--- src/rtl/sram_req_arbiter_pkg.sv ---
`default_nettype none
// ============================================================================
// Module   : sram_req_arbiter_pkg
// Brief    : Shared constants for the inst/data sram-like request arbiter.
// Revision : 1.0 - initial release
// ============================================================================
package sram_req_arbiter_pkg;

    localparam int ADDR_W  = 32;
    localparam int DATA_W  = 32;
    localparam int SIZE_W  = 2;
    localparam int WSTRB_W = 4;

    localparam logic SRC_INST = 1'b0;
    localparam logic SRC_DATA = 1'b1;

    localparam logic [0:0] ARB_IDLE   = 1'b0;
    localparam logic [0:0] ARB_LOCKED = 1'b1;

endpackage
`default_nettype wire

--- src/rtl/sram_req_arbiter_if.sv ---
`default_nettype none
// ============================================================================
// Module   : sram_req_arbiter_if
// Brief    : One sram-like port: request/payload towards the slave, response back.
// Revision : 1.0 - initial release
// ============================================================================
interface sram_req_arbiter_if;
    import sram_req_arbiter_pkg::*;

    logic               req;
    logic               wr;
    logic [SIZE_W-1:0]  size;
    logic [WSTRB_W-1:0] wstrb;
    logic [ADDR_W-1:0]  addr;
    logic [DATA_W-1:0]  wdata;
    logic [DATA_W-1:0]  rdata;
    logic               addr_ok;
    logic               data_ok;

    modport master (
        output req, wr, size, wstrb, addr, wdata,
        input  rdata, addr_ok, data_ok
    );

    modport slave (
        input  req, wr, size, wstrb, addr, wdata,
        output rdata, addr_ok, data_ok
    );

endinterface
`default_nettype wire

--- src/rtl/sram_tag_fifo.sv ---
`default_nettype none
// ============================================================================
// Module   : sram_tag_fifo
// Brief    : 1-bit in-order tag FIFO recording the source of accepted requests.
// Revision : 1.0 - initial release
// ============================================================================
module sram_tag_fifo #(
    parameter  int DEPTH = 2,
    localparam int PTR_W = (DEPTH > 1) ? $clog2(DEPTH) : 1,
    localparam int CNT_W = $clog2(DEPTH) + 1
) (
    input  logic             clk,
    input  logic             reset,
    input  logic             push,
    input  logic             push_tag,
    input  logic             pop,
    output logic             head_tag,
    output logic [CNT_W-1:0] count
);

    localparam logic [PTR_W-1:0] LAST_PTR = PTR_W'(DEPTH - 1);

    logic [DEPTH-1:0] r_tags;
    logic [PTR_W-1:0] r_wr_ptr;
    logic [PTR_W-1:0] r_rd_ptr;
    logic [CNT_W-1:0] r_count;

    function automatic logic [PTR_W-1:0] next_ptr(input logic [PTR_W-1:0] ptr);
        return (ptr == LAST_PTR) ? '0 : ptr + PTR_W'(1);
    endfunction

    always_ff @(posedge clk or posedge reset) begin
        if (reset) begin
            r_tags   <= '0;
            r_wr_ptr <= '0;
            r_rd_ptr <= '0;
            r_count  <= '0;
        end else begin
            if (push) begin
                r_tags[r_wr_ptr] <= push_tag;
                r_wr_ptr         <= next_ptr(r_wr_ptr);
            end
            if (pop) begin
                r_rd_ptr <= next_ptr(r_rd_ptr);
            end
            case ({push, pop})
                2'b10:   r_count <= r_count + CNT_W'(1);
                2'b01:   r_count <= r_count - CNT_W'(1);
                default: r_count <= r_count;
            endcase
        end
    end

    assign head_tag = r_tags[r_rd_ptr];
    assign count    = r_count;

endmodule
`default_nettype wire

--- src/rtl/sram_req_arbiter.sv ---
`default_nettype none
// ============================================================================
// Module   : sram_req_arbiter
// Brief    : Shares one sram-like slave between inst and data masters, routing responses by tag.
// Revision : 1.0 - initial release
// ============================================================================
module sram_req_arbiter
    import sram_req_arbiter_pkg::*;
#(
    parameter int OUTSTANDING = 2,
    parameter int STARVE_MAX  = 3
) (
    input  logic                     clk,
    input  logic                     reset,
    sram_req_arbiter_if.slave        inst,
    sram_req_arbiter_if.slave        data,
    sram_req_arbiter_if.master       mem,
    output logic                     resp_err
);

    localparam int CNT_W = $clog2(OUTSTANDING) + 1;
    localparam int STV_W = (STARVE_MAX > 0) ? $clog2(STARVE_MAX + 1) : 1;
    localparam logic [CNT_W-1:0] FULL_CNT   = CNT_W'(OUTSTANDING);
    localparam logic [STV_W-1:0] STARVE_SAT = STV_W'(STARVE_MAX);

    logic [0:0]        r_state;
    logic              r_owner;
    logic [STV_W-1:0]  r_starve;
    logic              r_resp_err;
    logic [DATA_W-1:0] r_inst_rdata;
    logic [DATA_W-1:0] r_data_rdata;

    logic [CNT_W-1:0]  w_count;
    logic              w_head;
    logic              w_can_issue;
    logic              w_data_win;
    logic              w_req;
    logic              w_src;
    logic              w_sel_data;
    logic              w_accept;
    logic              w_pop;
    logic              w_inst_rsp;
    logic              w_data_rsp;

    // Outputs are gated by reset so they drop the instant reset rises.
    always_comb begin
        w_can_issue = (w_count < FULL_CNT);
        w_data_win  = data.req && !(inst.req && (r_starve == STARVE_SAT));
        w_req       = 1'b0;
        w_src       = SRC_INST;
        if (r_state == ARB_LOCKED) begin
            w_req = 1'b1;
            w_src = r_owner;
        end else begin
            w_req = w_can_issue && (inst.req || data.req);
            w_src = w_data_win ? SRC_DATA : SRC_INST;
        end
        w_req = w_req && !reset;
    end

    assign w_sel_data = (w_src == SRC_DATA);
    assign w_accept   = w_req && mem.addr_ok;
    assign w_pop      = mem.data_ok && (w_count != '0) && !reset;
    assign w_inst_rsp = w_pop && (w_head == SRC_INST);
    assign w_data_rsp = w_pop && (w_head == SRC_DATA);

    assign mem.req   = w_req;
    assign mem.wr    = w_req && (w_sel_data ? data.wr : inst.wr);
    assign mem.size  = !w_req ? '0 : (w_sel_data ? data.size  : inst.size);
    assign mem.wstrb = !w_req ? '0 : (w_sel_data ? data.wstrb : inst.wstrb);
    assign mem.addr  = !w_req ? '0 : (w_sel_data ? data.addr  : inst.addr);
    assign mem.wdata = !w_req ? '0 : (w_sel_data ? data.wdata : inst.wdata);

    assign inst.addr_ok = w_accept && !w_sel_data;
    assign data.addr_ok = w_accept &&  w_sel_data;
    assign inst.data_ok = w_inst_rsp;
    assign data.data_ok = w_data_rsp;
    assign inst.rdata   = w_inst_rsp ? mem.rdata : r_inst_rdata;
    assign data.rdata   = w_data_rsp ? mem.rdata : r_data_rdata;
    assign resp_err     = r_resp_err;

    always_ff @(posedge clk or posedge reset) begin
        if (reset) begin
            r_state      <= ARB_IDLE;
            r_owner      <= SRC_INST;
            r_starve     <= '0;
            r_resp_err   <= 1'b0;
            r_inst_rdata <= '0;
            r_data_rdata <= '0;
        end else begin
            case (r_state)
                ARB_IDLE: begin
                    if (w_req && !mem.addr_ok) begin
                        r_state <= ARB_LOCKED;
                        r_owner <= w_src;
                    end
                end
                ARB_LOCKED: begin
                    if (mem.addr_ok) begin
                        r_state <= ARB_IDLE;
                    end
                end
                default: r_state <= ARB_IDLE;
            endcase

            if (w_accept) begin
                if (!w_sel_data) begin
                    r_starve <= '0;
                end else if (inst.req && (r_starve != STARVE_SAT)) begin
                    r_starve <= r_starve + STV_W'(1);
                end
            end

            if (mem.data_ok && (w_count == '0)) begin
                r_resp_err <= 1'b1;
            end
            if (w_inst_rsp) begin
                r_inst_rdata <= mem.rdata;
            end
            if (w_data_rsp) begin
                r_data_rdata <= mem.rdata;
            end
        end
    end

    sram_tag_fifo #(
        .DEPTH (OUTSTANDING)
    ) u_fifo (
        .clk      (clk),
        .reset    (reset),
        .push     (w_accept),
        .push_tag (w_src),
        .pop      (w_pop),
        .head_tag (w_head),
        .count    (w_count)
    );

endmodule
`default_nettype wire

--- src/flat_wrapper.sv ---
// flat-port wrapper written by rule: the top's interface ports become plain ports
module sram_req_arbiter_flat import sram_req_arbiter_pkg::*;
#(
    parameter int OUTSTANDING = 2,
    parameter int STARVE_MAX  = 3
)
  (clk, reset, resp_err, inst_req, inst_wr, inst_size, inst_wstrb, inst_addr, inst_wdata, inst_rdata, inst_addr_ok, inst_data_ok, data_req, data_wr, data_size, data_wstrb, data_addr, data_wdata, data_rdata, data_addr_ok, data_data_ok, mem_req, mem_wr, mem_size, mem_wstrb, mem_addr, mem_wdata, mem_rdata, mem_addr_ok, mem_data_ok);
  sram_req_arbiter_if inst_i ();
  sram_req_arbiter_if data_i ();
  sram_req_arbiter_if mem_i ();
  input  logic clk;
  input  logic reset;
  output logic resp_err;
  input wire logic [$bits(inst_i.req)-1:0] inst_req;
  input wire logic [$bits(inst_i.wr)-1:0] inst_wr;
  input wire logic [$bits(inst_i.size)-1:0] inst_size;
  input wire logic [$bits(inst_i.wstrb)-1:0] inst_wstrb;
  input wire logic [$bits(inst_i.addr)-1:0] inst_addr;
  input wire logic [$bits(inst_i.wdata)-1:0] inst_wdata;
  output wire logic [$bits(inst_i.rdata)-1:0] inst_rdata;
  output wire logic [$bits(inst_i.addr_ok)-1:0] inst_addr_ok;
  output wire logic [$bits(inst_i.data_ok)-1:0] inst_data_ok;
  input wire logic [$bits(data_i.req)-1:0] data_req;
  input wire logic [$bits(data_i.wr)-1:0] data_wr;
  input wire logic [$bits(data_i.size)-1:0] data_size;
  input wire logic [$bits(data_i.wstrb)-1:0] data_wstrb;
  input wire logic [$bits(data_i.addr)-1:0] data_addr;
  input wire logic [$bits(data_i.wdata)-1:0] data_wdata;
  output wire logic [$bits(data_i.rdata)-1:0] data_rdata;
  output wire logic [$bits(data_i.addr_ok)-1:0] data_addr_ok;
  output wire logic [$bits(data_i.data_ok)-1:0] data_data_ok;
  output wire logic [$bits(mem_i.req)-1:0] mem_req;
  output wire logic [$bits(mem_i.wr)-1:0] mem_wr;
  output wire logic [$bits(mem_i.size)-1:0] mem_size;
  output wire logic [$bits(mem_i.wstrb)-1:0] mem_wstrb;
  output wire logic [$bits(mem_i.addr)-1:0] mem_addr;
  output wire logic [$bits(mem_i.wdata)-1:0] mem_wdata;
  input wire logic [$bits(mem_i.rdata)-1:0] mem_rdata;
  input wire logic [$bits(mem_i.addr_ok)-1:0] mem_addr_ok;
  input wire logic [$bits(mem_i.data_ok)-1:0] mem_data_ok;
  assign inst_i.req = inst_req;
  assign inst_i.wr = inst_wr;
  assign inst_i.size = inst_size;
  assign inst_i.wstrb = inst_wstrb;
  assign inst_i.addr = inst_addr;
  assign inst_i.wdata = inst_wdata;
  assign inst_rdata = inst_i.rdata;
  assign inst_addr_ok = inst_i.addr_ok;
  assign inst_data_ok = inst_i.data_ok;
  assign data_i.req = data_req;
  assign data_i.wr = data_wr;
  assign data_i.size = data_size;
  assign data_i.wstrb = data_wstrb;
  assign data_i.addr = data_addr;
  assign data_i.wdata = data_wdata;
  assign data_rdata = data_i.rdata;
  assign data_addr_ok = data_i.addr_ok;
  assign data_data_ok = data_i.data_ok;
  assign mem_req = mem_i.req;
  assign mem_wr = mem_i.wr;
  assign mem_size = mem_i.size;
  assign mem_wstrb = mem_i.wstrb;
  assign mem_addr = mem_i.addr;
  assign mem_wdata = mem_i.wdata;
  assign mem_i.rdata = mem_rdata;
  assign mem_i.addr_ok = mem_addr_ok;
  assign mem_i.data_ok = mem_data_ok;
  sram_req_arbiter #(.OUTSTANDING(OUTSTANDING), .STARVE_MAX(STARVE_MAX)) u_core (.clk(clk), .reset(reset), .inst(inst_i), .data(data_i), .mem(mem_i), .resp_err(resp_err));
endmodule
--- config.mk ---
export PLATFORM = sky130hd
export DESIGN_NAME = sram_req_arbiter_flat
export DESIGN_NICKNAME = d
export VERILOG_FILES = /design/src/rtl/sram_req_arbiter_pkg.sv /design/src/rtl/sram_req_arbiter_if.sv /design/src/rtl/sram_tag_fifo.sv /design/src/rtl/sram_req_arbiter.sv /design/src/flat_wrapper.sv
export SDC_FILE = /design/constraint.sdc
export NUM_CORES = 1
export LEC_CHECK = 0
export CAP_MARGIN = 20
export CORE_AREA = 2 2 123 125
export CTS_CLUSTER_SIZE = 40
export DETAILED_ROUTE_END_ITERATION = 12
export DIE_AREA = 0 0 125 127
export PLACE_DENSITY = 0.72
export REMOVE_ABC_BUFFERS = 1
export SYNTH_ARGS = -nofsm -noshare
export SYNTH_HDL_FRONTEND = slang
export SYNTH_SLANG_ARGS = --single-unit
--- constraint.sdc ---
create_clock -name clk -period 6.6 [get_ports clk]
set_input_delay 0.66 -clock clk [delete_from_list [all_inputs] [get_ports clk]]
set_output_delay 0.66 -clock clk [all_outputs]
set_load 0.01 [all_outputs]
# [Word-level counts from Yosys, hierarchy flattened]
# Cells that the tools add are included.
[classes] n_addsub=5 multipliers=0 div_mod_pow=0 magnitude_cmp=4 eq_ne=5 shifts=0 muxes=27 n_bitwise=2 n_reduce_logical=26
[op_table] op="$mux W32" n=6
[op_table] op="$logic_and A1 B1 Y1" n=16
[op_table] op="$mux W1" n=11
[op_table] op="$mux W2" n=4
[op_table] op="$mux W4" n=2
[op_table] op="$add A2 B1 Y2 const B" n=2
[op_table] op="$eq A2 B2 Y1 const B" n=2
[op_table] op="$logic_not A1 Y1" n=4
[op_table] op="$lt A1 B2 Y1 const B" n=2
[op_table] op="$pmux W2 S2" n=1
[op_table] op="$reduce_and A2 Y1" n=2
[op_table] op="$reduce_bool A2 Y1" n=2
[op_table] op="$add A1 B1 Y1 const B" n=2
[op_table] op="$bwmux W2" n=1
[op_table] op="$eq A2 B1 Y1 const B" n=1
[op_table] op="$logic_not A2 Y1" n=1
[op_table] op="$lt A2 B2 Y1 const B" n=1
[op_table] op="$ne A2 B1 Y1 const B" n=1
[op_table] op="$ne A2 B2 Y1 const B" n=1
[op_table] op="$not A1 Y1" n=2
[op_table] op="$pmux W1 S2" n=1
[op_table] op="$sub A2 B1 Y2 const B" n=1
[op_table] op="$demux W1 S1" n=1
[op_table] op="$ge A1 B1 Y1 const B" n=1
[op_table] op="$logic_or A1 B1 Y1" n=1
[word_totals] register_bits=75 latchBits=0 ram_bits=0 rom_bits=0 out_inout_bits=141 word_cells=79 n_memories=0

# [Logic depth before layout (Yosys ltp)]
# Gate-level depths: netlist of run 1.
[logic_depth] depth_word=8 depth_mapped=7 depth_no_buf=7

# [Hierarchy]
# Synthesis of run 1 repeated with hierarchy kept, for this count alone.
[hier_totals] hier_cells=426 area_unflattened_um2=4117.7
[by_module_without_submodules] module="sram_req_arbiter" instances=1 cells_per_inst=406 area_each_um2=3858.7 seq_area_each_um2=1726.7
[by_module_without_submodules] module="sram_tag_fifo" instances=1 cells_per_inst=20 area_each_um2=259.0 seq_area_each_um2=150.1

# [Worst setup path after synthesis of run 1]
# Ideal clock, no wire load.
[synth_timing] path_kind="input port to output port" start="in reset" end="out mem_addr[0]" t_arrival_ns=3.380 required_time_ns=5.940 slack_ns=2.560 stages=5 path_buffers=2 path_cell_list="inv_1 -> o21ai_0 -> buf_2 -> buf_2 -> nor2_1"
[synth_via] elab_chain_cells=3
[synth_lines] item="start: declaration" line_no="flat_wrapper.sv:12" rtl="input logic reset;"
[synth_lines] item="$logic_not A1 Y1" line_no="sram_req_arbiter.sv:58" rtl="w_req = w_req && !reset;"
[synth_lines] item="$logic_and A1 B1 Y1" line_no="sram_req_arbiter.sv:58"
[synth_lines] item="$mux W32" line_no="sram_req_arbiter.sv:71" rtl="assign mem.addr = !w_req ? '0 : (w_sel_data ? data.addr : inst.addr);"
[synth_lines] item="end: declaration" line_no="flat_wrapper.sv:36" rtl="output wire logic [$bits(mem_i.addr)-1:0] mem_addr;"
# No other way between the ends.

# [Worst setup path after layout of run 1]
[layout_timing] start="in reset" end="out data_rdata[21]"
[layout_via] elab_chain_cells=4
[layout_lines] item="$logic_not A1 Y1" line_no="sram_req_arbiter.sv:63" rtl="assign w_pop = mem.data_ok && (w_count != '0) && !reset;"
[layout_lines] item="$logic_and A1 B1 Y1" line_no="sram_req_arbiter.sv:63"
[layout_lines] item="$logic_and A1 B1 Y1" line_no="sram_req_arbiter.sv:65" rtl="assign w_data_rsp = w_pop && (w_head == SRC_DATA);"
[layout_lines] item="$mux W32" line_no="sram_req_arbiter.sv:79" rtl="assign data.rdata = w_data_rsp ? mem.rdata : r_data_rdata;"
[layout_lines] item="end: declaration" line_no="flat_wrapper.sv:29" rtl="output wire logic [$bits(data_i.rdata)-1:0] data_rdata;"
# No other way between the ends.

==> out/qor.csv, run 1 <==
stage,metric,value,unit
status,status,completed,
clocking,Inserted Clock Buffers,9,
layout,utilization after layout,53.8,%
sta,Setup TNS,0,ns
clocking,clk sinks,75,
worst_setup_path,crit end category,primary output,
sta,Tcrit/Tclk final,56.7,%
hold_path,HP Class,flip-flop to flip-flop,
worst_setup_path,Worst R2R Path Depth,4,
drt,DR WL/cell,19.2,microns
worst_setup_path,worst setup path class,primary input to primary output,
synth,total of warnings raised by yosys,0,
layout,P&R area growth vs syn,85.8,%
layout,"commonest non-fill, non-tap cell in the layout",clkdlybuf4s50_1,
synth,Seq cells post-synth,75,
layout,final cell count without fillers,843,
drt,first-pass detailed-route iteration total,4,
layout,layout cells sized above 1,13.8,%
drt,Routed Wire Length,16200,microns
synth,Synth area leaders,"dfrtp_1, mux2i_1, mux2_4",
placement,Placed Area,7470,sq um
sta,"Slew Viols, Final",0,
global_route,number of global-route vias before repair,4064,
worst_setup_path,Critical R2R Capture,u_core.r_data_rdata[21],
sta,Setup WS post-layout,2.86,ns
sta,Hold Fails Final Rpt,0,
synth,Synth Area in Adders,0.599,%
global_route,largest net degree at the start of global routing,78,
die,I/O pin total,321,
die,Die Width,125,microns
worst_setup_path,CP required,5.94,ns
synth,share of the synthesized area in the top cell type,44.9,%
layout,multi-input logic area,2110,sq um
pwr,PwrDens,365,nW/um^2
clocking,Max Root-Sink Buffers,2,
hold_path,Hold Path Sink,u_core.r_inst_rdata[5],
clocking,clock-pin slew on the worst setup and hold paths,0.05,ns
sta,Setup Skew,0.00657,ns
synth,synthesized area per cell,12.2,sq um
pwr,leakage power,3.31,nW
clocking,H-tree Lvls,3,
clocking,CTS Hold Bufs,0,
clocking,CTS tree,done,
synth,post-synthesis mux area share,37.7,%
sta,Max Freq,267,MHz
worst_setup_path,FF-to-FF Start,u_core.u_fifo.count[0],
drt,Antenna Violating Nets Remaining,0,
pwr,maximum VDD drop,0.143,mV
hold_path,WHS Path Cells,1,
die,Die Y,127,microns
layout,Layout Nets,835,
global_route,grt ovf,0,
sta,final worst path period need,3.74,ns
flow_run,Max Cap Violations,0,
sta,final hold slack,0.487,ns
drt,Vias per Instance,4.52,
die,Cell Rows,44,
clocking,clk_lat worst skew,0.33,ns
clocking,Post-CTS Setup Bufs,0,
die,Die ar.,15900,sq um
global_route,first-pass GRT wire length,24000,microns
global_route,GRT Total Usage,19.7,%
synth,"area leader, netlist",dfrtp_1,
global_route,initial antenna violation count,2,
sta,Slew HR,33.5,%
die,Initial Util,29.0,%
layout,register area,1880,sq um
worst_setup_path,worst endpoint data arrival time,3.08,ns
die,Core Area,14400,sq um
worst_setup_path,startpoint types,primary input,
synth,post-synthesis simple-gate area fraction,8.29,%
drt,initial DRC count,176,
layout,final instance area,7770,sq um
drt,vias after detailed routing,3813,
synth,Synth cell types,32,
sta,Final setup viols,0,
synth,largest family of logic cells by synthesized area,multiplexers,
layout,most frequent cells in the layout,"clkdlybuf4s50_1, nor2_1, dfrtp_1, mux2i_1, mux2_2",
placement,PortBufs,320,
synth,synthesized area,4180,sq um
sta,Worst Max-Slew Pin Slew,0.995,ns
sta,RSZ-0062 raised after global routing,false,
hold_path,min-delay src,u_core.r_inst_rdata[5],
synth,post-synthesis xor/xnor area fraction,1.05,%
drt,DR DRC count,0,
pwr,Design Power,2.84,mW
synth,register area share after synthesis,44.9,%
layout,Layout fillers,1304,
synth,Synth Instances,342,
placement,Inst Count DP,826,
synth,Synth Area in Compound Gates,2.33,%
clocking,"Gates resized, CTS repair",0,
worst_setup_path,R2R Setup Slk,4.55,ns
placement,Setup WS pre-CTS,2.79,ns
placement,Post-DP HPWL,12900,microns
clocking,root buf cell,clkbuf_16,
worst_setup_path,"critical path fanouts, max",33,
placement,Final GP Congestion,0.847,
==> area by class of cell <==
class,count,share of cell area [%]
Timing Repair Buffer,323,41.7
Multi-Input combinational cell,241,27.2
Sequential cell,75,24.2
Clock buffer,15,3.71
Tap cell,184,2.96
Inverter,3,0.161
Clock inverter,1,0.0644
Antenna cell,1,0.0322
==> worst max path at each step <==
| stage | startpoint | endpoint | slack (ns) | cells after the start |
|---|---|---|---|---|
| global route | reset | data_rdata[8] | 2.73 | 6 |
| CTS | reset | data_rdata[24] | 2.80 | 6 |
| detailed placement | reset | data_rdata[24] | 2.79 | 6 |
| global placement | mem_data_ok | data_rdata[8] | 2.84 | 5 |
| floorplan | reset | mem_addr[0] | -0.35 | 3 |
| finish | reset | data_rdata[21] | 2.86 | 6 |
==> synth_stat cells, drive strengths merged <==
library cell and n:
and2 1, mux2i 73, mux2 65, a21o 2, o21ba 1, nor3 1, clkbuf 1, a21boi 1
buf 22, o21ai 3, nor4b 1, dfrtp 75, nand3b 1, xnor2 4, nor2 76, nor2b 2
xor2 1, inv 3, o21bai 1, nand2 1, ha 2, o31ai 2, o211ai 1, a32o 1
a21oi 1
==> worst max-delay path, stage by stage <==
cell	delay, ns
clkdlybuf4s50_1	0.42
clkinv_2	0.14
nand3b_4	0.12
nor2_4	0.77
mux2_2	0.44
clkdlybuf4s50_1	0.48
==> state kept, by name, summed over array words and instances, names as in the netlist, 2 cells and up <==
name                  flops
u_core.r_data_rdata      32
u_core.r_inst_rdata      32
u_core.r_starve           2
u_core.u_fifo.count       2
u_core.u_fifo.r_tags      2
==> logic make-up (layout without fill, tap and decap cells) <==
group | count (synthesis) | count (layout)
and+or+nand+nor | 83 | 83
DFF | 75 | 75
buffers and inverters | 26 | 342
other | 0 | 1
muxes | 138 | 138
xor gates and xnor gates | 5 | 5
adders and majority gates | 2 | 2
AOI/OAI and AO/OA | 13 | 13
==> where the power goes <==
group          internal [mW]  switching [mW]
registers              0.685          0.0783
clock network          0.295           0.178
logic                  0.957           0.643
==> layer usage <==
layer | part of all wire [%] | track usage (%)
met2 | 51 | 35.2
met5 | 0 | 0
met4 | 3.3 | 7.52
met3 | 9.4 | 7.87
met1 | 36 | 20.8
Note: power is estimated with default switching activity, not from simulation.
==> run 2, diff against run 1 <==
- CORE_AREA: 2 2 123 125 -> 2 2 125 127
- DIE_AREA: 0 0 125 127 -> 0 0 127 129
- PLACE_DENSITY: 0.72 -> 0.7
- clock period: 6.6 -> 3.48 ns (I/O delays scaled with it)
==> run 2 against run 1 <==
Cell count is 0.36% higher; utilization shrank 2.1 points; clock skew shrank 0.0017 ns; first-iteration DRC count down 27%; critical endpoint is now mem_addr[9]; die area is 3.2% higher; via count shrank 1.1%; flip-flop and latch count unchanged; total power increased by 87%; clock power up 72%; worst setup slack worse by 2.3 ns; cell area fell by 0.19%; non-clock buffer count up 1.
==> out/qor.csv, run 2 (synthesis results as in run 1) <==
stage,metric,value,unit,change
clocking,Max Root-Sink Buffers,2,,unchanged
global_route,number of global-route vias before repair,3923,,-3.5%
sta,Final setup viols,0,,unchanged
pwr,Cell Int Power,3.62,mW,+87%
layout,"commonest non-fill, non-tap cell in the layout",clkdlybuf4s50_1,,
sta,RSZ-0062 raised after global routing,false,,
layout,Layout Nets,836,,+0.12%
pwr,leakage power,3.31,nW,about the same
flow_run,Max Cap Violations,0,,unchanged
clocking,clock-pin slew on the worst setup and hold paths,0.05,ns,about the same
layout,most frequent cells in the layout,"clkdlybuf4s50_1, nor2_1, dfrtp_1, mux2i_1, mux2_2",,
drt,DR WL/cell,17.4,microns,-9.5%
die,Cell Rows,45,,+2.3%
worst_setup_path,R2R Setup Slk,1.65,ns,-2.90 ns
die,Die ar.,16400,sq um,+3.2%
pwr,Seq pwr share,27.3,%,+0.4 points
die,Die Y,129,microns,+1.6%
global_route,initial antenna violation count,0,,-2
placement,Post-DP HPWL,12100,microns,-6.8%
worst_setup_path,worst endpoint data arrival time,2.60,ns,-0.48 ns
worst_setup_path,Critical R2R Capture,u_core.r_starve[1],,
worst_setup_path,startpoint types,flip-flop,,
layout,utilization after layout,51.8,%,-2.1 points
drt,Routed Wire Length,14700,microns,-9.2%
layout,diode count,0,,-1
placement,Final GP Congestion,0.841,,-0.72%
clocking,Post-CTS Setup Bufs,0,,unchanged
worst_setup_path,worst setup path class,flip-flop to primary output,,
clocking,CTS tree,done,,
worst_setup_path,crit end category,primary output,,
pwr,Clock power frac,15.4,%,-1.3 points
worst_setup_path,CP required,3.13,ns,-2.81 ns
drt,vias after detailed routing,3772,,-1.1%
worst_setup_path,worst-path cell chain,"ha_1, a21boi_1, mux2i_4, buf_12, mux2i_1, nor2_1, clkdlybuf4s50_1",,
global_route,grt ovf,0,,unchanged
global_route,first-pass GRT wire length,22100,microns,-8.0%
clocking,root buf cell,clkbuf_16,,
worst_setup_path,CP max stage cell,clkdlybuf4s50_1,,
sta,Worst Max-Slew Pin Slew,0.911,ns,-0.0836 ns
global_route,GRT Total Usage,17.4,%,-2.3 points
die,Initial Util,27.9,%,-1.1 points
pwr,maximum VDD drop,0.304,mV,+110%
worst_setup_path,FF-to-FF Start,u_core.r_starve[0],,
layout,P&R area growth vs syn,85.4,%,
sta,Setup Skew,0.00484,ns,-0.00173 ns
clocking,H-tree Lvls,3,,unchanged
sta,Tcrit/Tclk final,84.7,%,
status,status,completed,,
global_route,largest net degree at the start of global routing,78,,unchanged
sta,"Slew Viols, Final",0,,unchanged
clocking,clk_lat worst skew,0.32,ns,about the same
clocking,clk sinks,75,,unchanged
sta,Slew HR,39.2,%,+5.7 points
drt,Vias per Instance,4.46,,-1.4%
worst_setup_path,"Largest stage delay, worst path",0.53,ns,-0.24 ns
worst_setup_path,"critical path fanouts, max",77,,+130%
clocking,Inserted Clock Buffers,9,,unchanged
pwr,PwrDens,684,nW/um^2,+87%
sta,Hold Fails Final Rpt,0,,unchanged
pwr,Comb pwr share,57.3,%,+0.9 points
drt,initial DRC count,128,,-27%
worst_setup_path,Worst R2R Path Depth,6,,+2
die,Core Area,15000,sq um,+3.8%
drt,DR DRC count,0,,unchanged
hold_path,HP Class,primary input to async pin,,
clocking,CTS Hold Bufs,0,,unchanged
layout,Layout fillers,1354,,+3.8%
layout,top flop regs,"u_core.r_data_rdata: 32 flops, u_core.r_inst_rdata: 32 flops",,
drt,Antenna Violating Nets Remaining,0,,unchanged
pwr,Sw Share,31.8,%,+0.092 points
die,Die Width,127,microns,+1.6%
layout,layout cells sized above 1,13.8,%,unchanged
clocking,"Gates resized, CTS repair",0,,unchanged
sta,Max Freq,339,MHz,
pwr,sw power,1.69,mW,+87%
sta,final worst path period need,2.95,ns,
drt,first-pass detailed-route iteration total,4,,unchanged
die,I/O pin total,321,,unchanged
sta,final hold slack,0.243,ns,-0.244 ns
placement,PortBufs,320,,unchanged
## run 2: metal layers
metal	part of all wire, %	routed length (microns)	vias up	global-route usage [%]
li1	-	-	1798	-
met1	39	5680	1758	20.2
met2	50	7340	199	30.5
met3	9.6	1410	17	5.74
met4	1.9	283	0	5.43
met5	0	0	-	0
## run 2: per-stage QoR
stage          instance area [sq um]  power, mW  cells  setup WS (ns)  TNS, ns
4_1_cts                         7750       5.36    846          0.491        0
5_1_grt                         7750       5.61    846          0.409        0
2_1_floorplan                   3980       2.95    319          -2.93  -242.80
3_3_place_gp                    7490       4.46    831          0.556        0
3_5_place_dp                    7490       4.52    831          0.548        0
6_report                        7750       5.30    846          0.532        0
## run 2: worst max-delay path, delay by kind of cell, from the launching register on
kind | cells | cell delay (ns)
AOI/OAI and AO/OA | 1 | 0.12
adders and majority gates | 1 | 0.19
buffers and inverters | 2 | 0.94
DFF | 1 | 0.38
muxes | 2 | 0.50
and+or+nand+nor | 1 | 0.06
## run 2: worst max-delay path by stage
stage / startpoint / to / slack, ns / cells after the start
6_report: u_core.r_starve[0] / mem_addr[9] / 0.53 / 7
5_1_grt: u_core.r_starve[0] / mem_addr[9] / 0.41 / 7
4_1_cts: u_core.r_starve[0] / mem_addr[22] / 0.49 / 7
3_5_place_dp: inst_req / mem_addr[9] / 0.55 / 7
3_3_place_gp: inst_req / mem_addr[22] / 0.56 / 7
2_1_floorplan: reset / u_core.r_owner / -2.93 / 4
## run 2: area by class of cell
cell class / instances / area, sq um / area share, %
clock buffers: 12 / 246 / 3.18
clock inverters: 3 / 15.0 / 0.194
multi-input cells: 241 / 2110 / 27.2
flip-flops and latches: 75 / 1880 / 24.2
inverters: 3 / 11.3 / 0.145
well taps: 188 / 235 / 3.03
repair buffers: 324 / 3260 / 42.0
## run 2: power groups by stage
| stage | Combinational, mW | Clock, mW | Sequential [mW] |
|---|---|---|---|
| 2_1_floorplan | 1.54 | 0 | 1.41 |
| 3_3_place_gp | 3.00 | 0 | 1.45 |
| 3_5_place_dp | 3.06 | 0 | 1.46 |
| 4_1_cts | 3.07 | 0.837 | 1.45 |
| 5_1_grt | 3.25 | 0.871 | 1.49 |
| 6_report | 3.04 | 0.814 | 1.45 |
